$ cat config.mk
export PLATFORM = sky130hd
export DESIGN_NAME = pipe_stage_reg
export DESIGN_NICKNAME = d
export VERILOG_FILES = /design/src/rtl/pipe_stage_reg_pkg.sv /design/src/rtl/pipe_perf_cnt.sv /design/src/rtl/pipe_stage_reg.sv
export SDC_FILE = /design/constraint.sdc
export NUM_CORES = 1
export LEC_CHECK = 0
export CORE_AREA = 2 2 90 100
export CTS_CLUSTER_SIZE = 25
export DETAILED_ROUTE_END_ITERATION = 10
export DIE_AREA = 0 0 92 102
export PLACE_DENSITY = 0.8
export SLEW_MARGIN = 15
export SYNTH_ARGS = -nofsm -noshare
export SYNTH_HDL_FRONTEND = slang
export SYNTH_SLANG_ARGS = --single-unit
export TNS_END_PERCENT = 10
$ cat constraint.sdc
create_clock -name clk -period 1.4 [get_ports clk]
set_input_delay 0.14 -clock clk [delete_from_list [all_inputs] [get_ports clk]]
set_output_delay 0.14 -clock clk [all_outputs]
set_load 0.01 [all_outputs]
$ cat src/rtl/pipe_stage_reg_pkg.sv
// Shared state encodings and widths for the pipeline-boundary register.
package pipe_stage_reg_pkg;

    typedef enum logic [1:0] {
        PIPE_ST_EMPTY = 2'd0,
        PIPE_ST_ONE   = 2'd1,
        PIPE_ST_TWO   = 2'd2
    } pipe_state_e;

    localparam int PIPE_PERF_CNT_W = 32;

endpackage

$ cat src/rtl/pipe_perf_cnt.sv
// Saturating event counter; sticks at all-ones and clears only on rst.
module pipe_perf_cnt
    import pipe_stage_reg_pkg::*;
(
    input  logic                       clk,
    input  logic                       rst,
    input  logic                       inc_i,
    output logic [PIPE_PERF_CNT_W-1:0] cnt_o
);

    logic [PIPE_PERF_CNT_W-1:0] cnt_q;
    logic [PIPE_PERF_CNT_W-1:0] cnt_d;

    always_comb begin
        cnt_d = cnt_q;
        if (inc_i && (cnt_q != '1)) begin
            cnt_d = cnt_q + 1'b1;
        end
    end

    always_ff @(posedge clk) begin
        if (rst) begin
            cnt_q <= '0;
        end else begin
            cnt_q <= cnt_d;
        end
    end

    assign cnt_o = cnt_q;

endmodule

$ cat src/rtl/pipe_stage_reg.sv
// Pipeline-boundary register: valid/ready with 2-entry skid, flush and sticky sideband.
// Define PIPE_STAGE_PERF_EN to build the stall/bubble performance counters.
//
// state | meaning
// EMPTY | no payload held, dn_valid=0, up_ready=1
// ONE   | main holds payload, dn_valid=1, up_ready=1
// TWO   | main and skid hold payloads, dn_valid=1, up_ready=0
module pipe_stage_reg
    import pipe_stage_reg_pkg::*;
#(
    parameter int DATA_W        = 32,
    parameter int SIDE_W        = 1,
    parameter int ZERO_ON_EMPTY = 1
) (
    input  logic                       clk,
    input  logic                       rst,
    input  logic                       flush,
    input  logic                       up_valid,
    output logic                       up_ready,
    input  logic [DATA_W-1:0]          up_data,
    input  logic [SIDE_W-1:0]          up_side,
    output logic                       dn_valid,
    input  logic                       dn_ready,
    output logic [DATA_W-1:0]          dn_data,
    output logic [SIDE_W-1:0]          dn_side,
    output logic [PIPE_PERF_CNT_W-1:0] perf_stall_cnt,
    output logic [PIPE_PERF_CNT_W-1:0] perf_bubble_cnt
);

    pipe_state_e       state_q, state_d;
    logic [DATA_W-1:0] main_q, main_d;
    logic [DATA_W-1:0] skid_q, skid_d;
    logic [SIDE_W-1:0] side_q, side_d;
    logic [SIDE_W-1:0] side_skid_q, side_skid_d;
    logic [DATA_W-1:0] main_empty;
    logic [DATA_W-1:0] skid_empty;

    assign main_empty = (ZERO_ON_EMPTY != 0) ? '0 : main_q;
    assign skid_empty = (ZERO_ON_EMPTY != 0) ? '0 : skid_q;

    always_comb begin
        state_d     = state_q;
        main_d      = main_q;
        skid_d      = skid_q;
        side_d      = side_q;
        side_skid_d = side_skid_q;
        if (flush) begin
            state_d     = PIPE_ST_EMPTY;
            main_d      = main_empty;
            skid_d      = skid_empty;
            side_d      = '0;
            side_skid_d = '0;
        end else begin
            case (state_q)
                PIPE_ST_EMPTY: begin
                    if (up_valid) begin
                        state_d = PIPE_ST_ONE;
                        main_d  = up_data;
                        side_d  = up_side;
                    end
                end
                PIPE_ST_ONE: begin
                    if (dn_ready && up_valid) begin
                        main_d = up_data;
                        side_d = up_side;
                    end else if (dn_ready) begin
                        // side_q is left alone so the sideband stays sticky across the bubble
                        state_d = PIPE_ST_EMPTY;
                        main_d  = main_empty;
                    end else if (up_valid) begin
                        state_d     = PIPE_ST_TWO;
                        skid_d      = up_data;
                        side_skid_d = up_side;
                    end
                end
                PIPE_ST_TWO: begin
                    if (dn_ready) begin
                        state_d = PIPE_ST_ONE;
                        main_d  = skid_q;
                        side_d  = side_skid_q;
                    end
                end
                default: begin
                    state_d = PIPE_ST_EMPTY;
                    main_d  = main_empty;
                end
            endcase
        end
    end

    always_ff @(posedge clk) begin
        if (rst) begin
            state_q     <= PIPE_ST_EMPTY;
            main_q      <= '0;
            skid_q      <= '0;
            side_q      <= '0;
            side_skid_q <= '0;
        end else begin
            state_q     <= state_d;
            main_q      <= main_d;
            skid_q      <= skid_d;
            side_q      <= side_d;
            side_skid_q <= side_skid_d;
        end
    end

    assign up_ready = (state_q != PIPE_ST_TWO);
    assign dn_valid = (state_q != PIPE_ST_EMPTY);
    assign dn_data  = main_q;
    assign dn_side  = side_q;

`ifdef PIPE_STAGE_PERF_EN
    pipe_perf_cnt u_stall_cnt (
        .clk   (clk),
        .rst   (rst),
        .inc_i (dn_valid && !dn_ready),
        .cnt_o (perf_stall_cnt)
    );

    pipe_perf_cnt u_bubble_cnt (
        .clk   (clk),
        .rst   (rst),
        .inc_i (!dn_valid),
        .cnt_o (perf_bubble_cnt)
    );
`else
    assign perf_stall_cnt  = '0;
    assign perf_bubble_cnt = '0;
`endif

endmodule

[Word-level counts from Yosys, hierarchy flattened]
Index checks and enable logic that the tools add are counted.
Word-level totals
  output and inout bits: 99
  input bits: 38
  flip-flop bits (word level): 68
  word-level logic and storage cells: 40
Cells by class
  reduce and logical (&&, ||, !) cells: 9
  equal/unequal tests: 9
  bitwise gates (word level): 2
  mux-type cells: 15
Operators by type and width (number)
  32-bit two-way mux: 4
  32-bit case mux with 3 select lines: 1
  4-bit AND reduction: 3
  2-bit two-way mux: 5
  2-bit inequality test, second input constant: 5
  3-bit inequality test, second input constant: 2
  2-bit case mux with 3 select lines: 1
  1-bit two-way mux: 3
  1-bit case mux with 3 select lines: 1
  3-bit AND reduction: 1
  3-bit nonzero test: 1
  2-bit by 1-bit == test with 1-bit output, second input constant: 1
  2-bit == test, second input constant: 1
  2-bit zero test: 1
  1-bit NOT: 2
  2-bit nonzero test: 1
  2-bit OR reduction: 1
  1-bit logical AND: 1

[Longest topological paths before layout]
  depth after elaboration: 4
  depth in mapped cells: 6

[Worst setup path after synthesis]
No wires, ideal clock.
  kind: reg-to-reg
  start: register state_q[1]
  end: register main_q[29], in the netlist dn_data[29]
  setup slack: 153 ps
  clock period less this slack: 1247 ps
  cell stages (with the launch flop): 6
  arrival: 1172 ps
  required time: 1326 ps
  path through: dfxtp_1 buf_4 mux2i_4 buf_2 nand3_1 a31oi_1
Between the ends
  cells in the longest elaborated chain, start to end: 3
  elaborated cells on any way between the ends: 8
  classes of those cells: eq/ne: 5; mux: 1; reduce/logical: 2
RTL lines
  from (decl): RTL line pipe_stage_reg.sv:30  | pipe_state_e state_q, state_d;
  from (signal assigned): RTL line pipe_stage_reg.sv:99  | state_q <= state_d;
  2-bit by 1-bit == test with 1-bit output (tied with other cells): RTL line pipe_stage_reg.sv:54  | case (state_q)
  3-bit inequality test (no line) / 2-bit inequality test (equally long branches)
  3-bit AND reduction (no line)
  to (signal assigned): RTL line pipe_stage_reg.sv:100  | main_q <= main_d;
  to (decl): RTL line pipe_stage_reg.sv:31  | logic [DATA_W-1:0] main_q, main_d;
Several ways; a longest one is shown, not always the timed one.
A chain may end at the register's enable or synchronous reset.

[Worst setup path after layout]
  start: register state_q[1]
  end: register skid_q[23]
Between the ends
  cells in the longest elaborated chain, start to end: 2
RTL lines
  2-bit by 1-bit == test with 1-bit output: RTL line pipe_stage_reg.sv:54
  4-bit AND reduction (no line)
  to (signal assigned): RTL line pipe_stage_reg.sv:101  | skid_q <= skid_d;
  to (decl): RTL line pipe_stage_reg.sv:32  | logic [DATA_W-1:0] skid_q, skid_d;
Every way passes these cells.

==> load_flow_metrics.sql <==
INSERT INTO impl_metrics (metric_group, metric, value, unit) VALUES
('run_status', 'run_status', 'complete, no violations', ''),
('critical_path', 'critPathLaunchType', 'flip-flop', ''),
('hold_path', 'hold_start', 'up_side', ''),
('timing', 'skew', '6.63', 'ps'),
('clocking', 'clkTransAtPathRegs', '70', 'ps'),
('clocking', 'tritoncts', 'yes', ''),
('critical_path', 'critical-path-top-cell-by-count', 'sky130_fd_sc_hd__buf_4', ''),
('timing', 'hold_slack', '374', 'ps'),
('finish', 'most_used_cells_in_the_layout_excluding_fill_and_tap_cells', 'sky130_fd_sc_hd__nand2_1 (95), sky130_fd_sc_hd__dfxtp_1 (66), sky130_fd_sc_hd__conb_1 (64)', ''),
('clocking', 'numCtsBuffers', '9', ''),
('grt', 'grt_util_overall', '19.1', '%'),
('drt', 'route.detailed.wl_per_inst', '14.0', 'microns'),
('finish', 'fill_cells', '798', ''),
('critical_path', 'cp.required', '1670', 'ps'),
('placement', 'dpl_cell_area', '4340', 'sq um'),
('finish', 'finish.net_count', '559', ''),
('hold_path', 'hp-class', 'in2reg', ''),
('floorplan', 'die_h', '102', 'microns'),
('placement', 'io_buffers', '72', ''),
('critical_path', 'worst_r2r_startpoint', 'state_q[1]$_SDFFE_PP0P_', ''),
('finish', 'post-route-cell-area', '4540', 'sq um'),
('grt', 'grt_antenna_before_repair', '0', ''),
('clocking', 'cts-root-buf', 'sky130_fd_sc_hd__clkbuf_8', ''),
('yosys', 'yosys_warnings', '0', ''),
('floorplan', 'ioPinCount', '137', ''),
('finish', 'final_layout_size_suffix_gt1_share', '11.0', '%'),
('grt', 'pin_count_of_the_biggest_net_entering_global_routing', '36', ''),
('critical_path', 'critical_path_end_type', 'flip-flop', ''),
('pwr', 'ir_worst_vdd', '0.000457', 'V'),
('pwr', 'p_leak', '1.93', 'nW'),
('clocking', 'clock_latency', '340', 'ps'),
('finish', 'multi_input_comb_area', '1760', 'sq um'),
('drt', 'routed_via_density', '5.21', ''),
('yosys', 'syn-cell-area', '3580', 'sq um'),
('timing', 'max_freq', '738', 'MHz'),
('timing', 'period_needed', '1360', 'ps'),
('placement', 'place.detailed.hpwl', '6.18', 'mm'),
('placement', 'final_weighted_congestion_in_routability_driven_placement', '0.781', ''),
('clocking', 'htree_levels', '3', ''),
('drt', 'route.vias.total', '3316', ''),
('yosys', 'synth_largest_type_area_fraction', '38.0', '%'),
('yosys', 'synthDominantAreaCellType', 'sky130_fd_sc_hd__dfxtp_1', ''),
('finish', 'area_added_between_synthesis_and_finish', '26.7', '%'),
('floorplan', 'die_width', '92', 'microns'),
('yosys', 'synth_seq_cells', '68', ''),
('drt', 'antenna_left', '0', ''),
('drt', 'drt-total-wl', '8.93', 'mm'),
('drt', 'drt-pass1-iter-count', '5', ''),
('critical_path', 'crit_fanout', '14', ''),
('drt', 'post-route-drc-count', '0', ''),
('critical_path', 'critical_path.max_stage_delay', '370', 'ps'),
('drt', 'dr.first_iter.drc_count', '184', ''),
('critical_path', 'timing.setup.critical_path_class', 'reg2reg', ''),
('clocking', 'clock_tree.buffer_depth', '2', ''),
('critical_path', 'path_delay_family', 'simple AND/OR/NAND/NOR gates', ''),
('critical_path', 'crit_chain', 'buf_4 > and4bb_2 > buf_4 > nand2_1 > a21oi_1', ''),
('timing', 'final-setup-viol-count', '0', ''),
('yosys', 'synthDistinctLibCells', '36', ''),
('floorplan', 'start_util', '43.1', '%'),
('floorplan', 'std_cell_rows', '35', ''),
('timing', 'finalMaxSlewViolations', '0', ''),
('floorplan', 'core', '8320', 'sq um'),
('grt', 'gr-total-overflow', '0', ''),
('timing', 'rsz0062_at_grt', 'yes', ''),
('pwr', 'cellPowerDensity', '901', 'nW/um^2'),
('timing', 'final.period_utilization', '96.8', '%'),
('finish', 'leading_cell_type_in_the_layout_fill_and_taps_excluded', 'sky130_fd_sc_hd__nand2_1', ''),
('critical_path', 'cp.buffers_inverters', '2', ''),
('grt', 'number_of_global_route_vias_before_repair', '3043', ''),
('grt', 'first_pass_grt_wire_length', '14.5', 'mm'),
('yosys', 'synth.yosys.seq_area_share', '38.0', '%');
-- cells in the mapped netlist, drive strengths merged --
| cell | instances |
|---|---|
| o21ba | 1 |
| nand2 | 95 |
| nor2b | 1 |
| a211oi | 1 |
| o22ai | 1 |
| o21a | 1 |
| buf | 95 |
| or2 | 2 |
| and3 | 4 |
| nor2 | 3 |
| a32oi | 26 |
| nand4bb | 1 |
| inv | 2 |
| a311oi | 1 |
| dfxtp | 68 |
| nand3b | 5 |
| and4bb | 1 |
| a21oi | 34 |
| o221a | 1 |
| and3b | 5 |
| a21o | 5 |
| nand3 | 38 |
| nand2b | 2 |
| nor3b | 1 |
| mux2i | 2 |
| o21ai | 4 |
| o22a | 1 |
| and4b | 2 |
| or3b | 1 |
| a31oi | 32 |
| conb | 1 |
| clkbuf | 10 |
-- area by class of cell --
class / instances / area share (%)
Clock inverter: 4 / 0.551
Inverter: 2 / 0.165
Sequential cell: 68 / 30.1
Multi-Input combinational cell: 335 / 38.8
Clock buffer: 11 / 3.33
Tap cell: 111 / 3.06
Timing Repair Buffer: 105 / 24.0
-- worst paths after layout --
kind	to	slack, ps	cells past startpoint
max	skid_q[23]$_SDFFE_PP0P_	40	5
min	side_skid_q$_SDFFE_PP0P_	370	3
max reg2reg	skid_q[23]$_SDFFE_PP0P_	40	5
min reg2reg	skid_q[25]$_SDFFE_PP0P_	450	2
-- per-stage QoR --
step / total power [mW] / worst slack (ps) / TNS [ps] / instances / util (%)
2_1_floorplan: 2.50 / 153 / 0 / 510 / -
3_3_place_gp: 2.67 / -180 / -9210 / 621 / 52.2
3_5_place_dp: 2.68 / -211 / -11050 / 621 / 52.2
4_1_cts: 4.11 / 0.520 / 0 / 636 / 54.0
5_1_grt: 4.26 / -25.0 / -67.9 / 636 / 54.6
6_report: 4.09 / 44.6 / 0 / 636 / 54.6
-- flip-flops by register name (all words and copies together), names as in the netlist --
signal	count
side_skid_q	1
dn_side	1
state_q	2
dn_data	32
skid_q	32
-- per-layer routing --
layer	up-vias	GRT usage (%)	wire length, microns
met5	-	0	0
met4	0	6.31	93
met3	9	4.35	575
met2	150	33.4	4470
met1	1563	23.5	3790
li1	1594	-	-
-- repair_timing --
| item | CTS | global route |
|---|---|---|
| endpoints found under the setup margin | 42 | 38 |
| gates resized for setup | 26 | 23 |
| buffers inserted | 0 | 0 |
| pin swaps | 0 | 0 |
| cloned | 0 | 0 |
-- power breakdown --
group,switching [mW],internal (mW),total [mW]
clock,0.738,0.723,1.46
sequential,0.0309,1.97,2.00
combinational,0.340,0.287,0.627
-- worst reg2reg max path, stage by stage (launching register included) --
cell                       delay [ps]
sky130_fd_sc_hd__dfxtp_4          370
sky130_fd_sc_hd__buf_4            170
sky130_fd_sc_hd__and4bb_2         330
sky130_fd_sc_hd__buf_4            220
sky130_fd_sc_hd__nand2_1           80
sky130_fd_sc_hd__a21oi_1          120
-- kinds of logic after synthesis --
logic type / after synthesis / share of synthesized area (%)
and+or+nand+nor: 161 / 21.4
AOI/OAI and AO/OA: 108 / 20.0
buffers and inverters: 107 / 19.6
DFF: 68 / 38.0
muxes: 2 / 0.908
other: 1 / 0.105
Power figures use the tool's default switching activity.
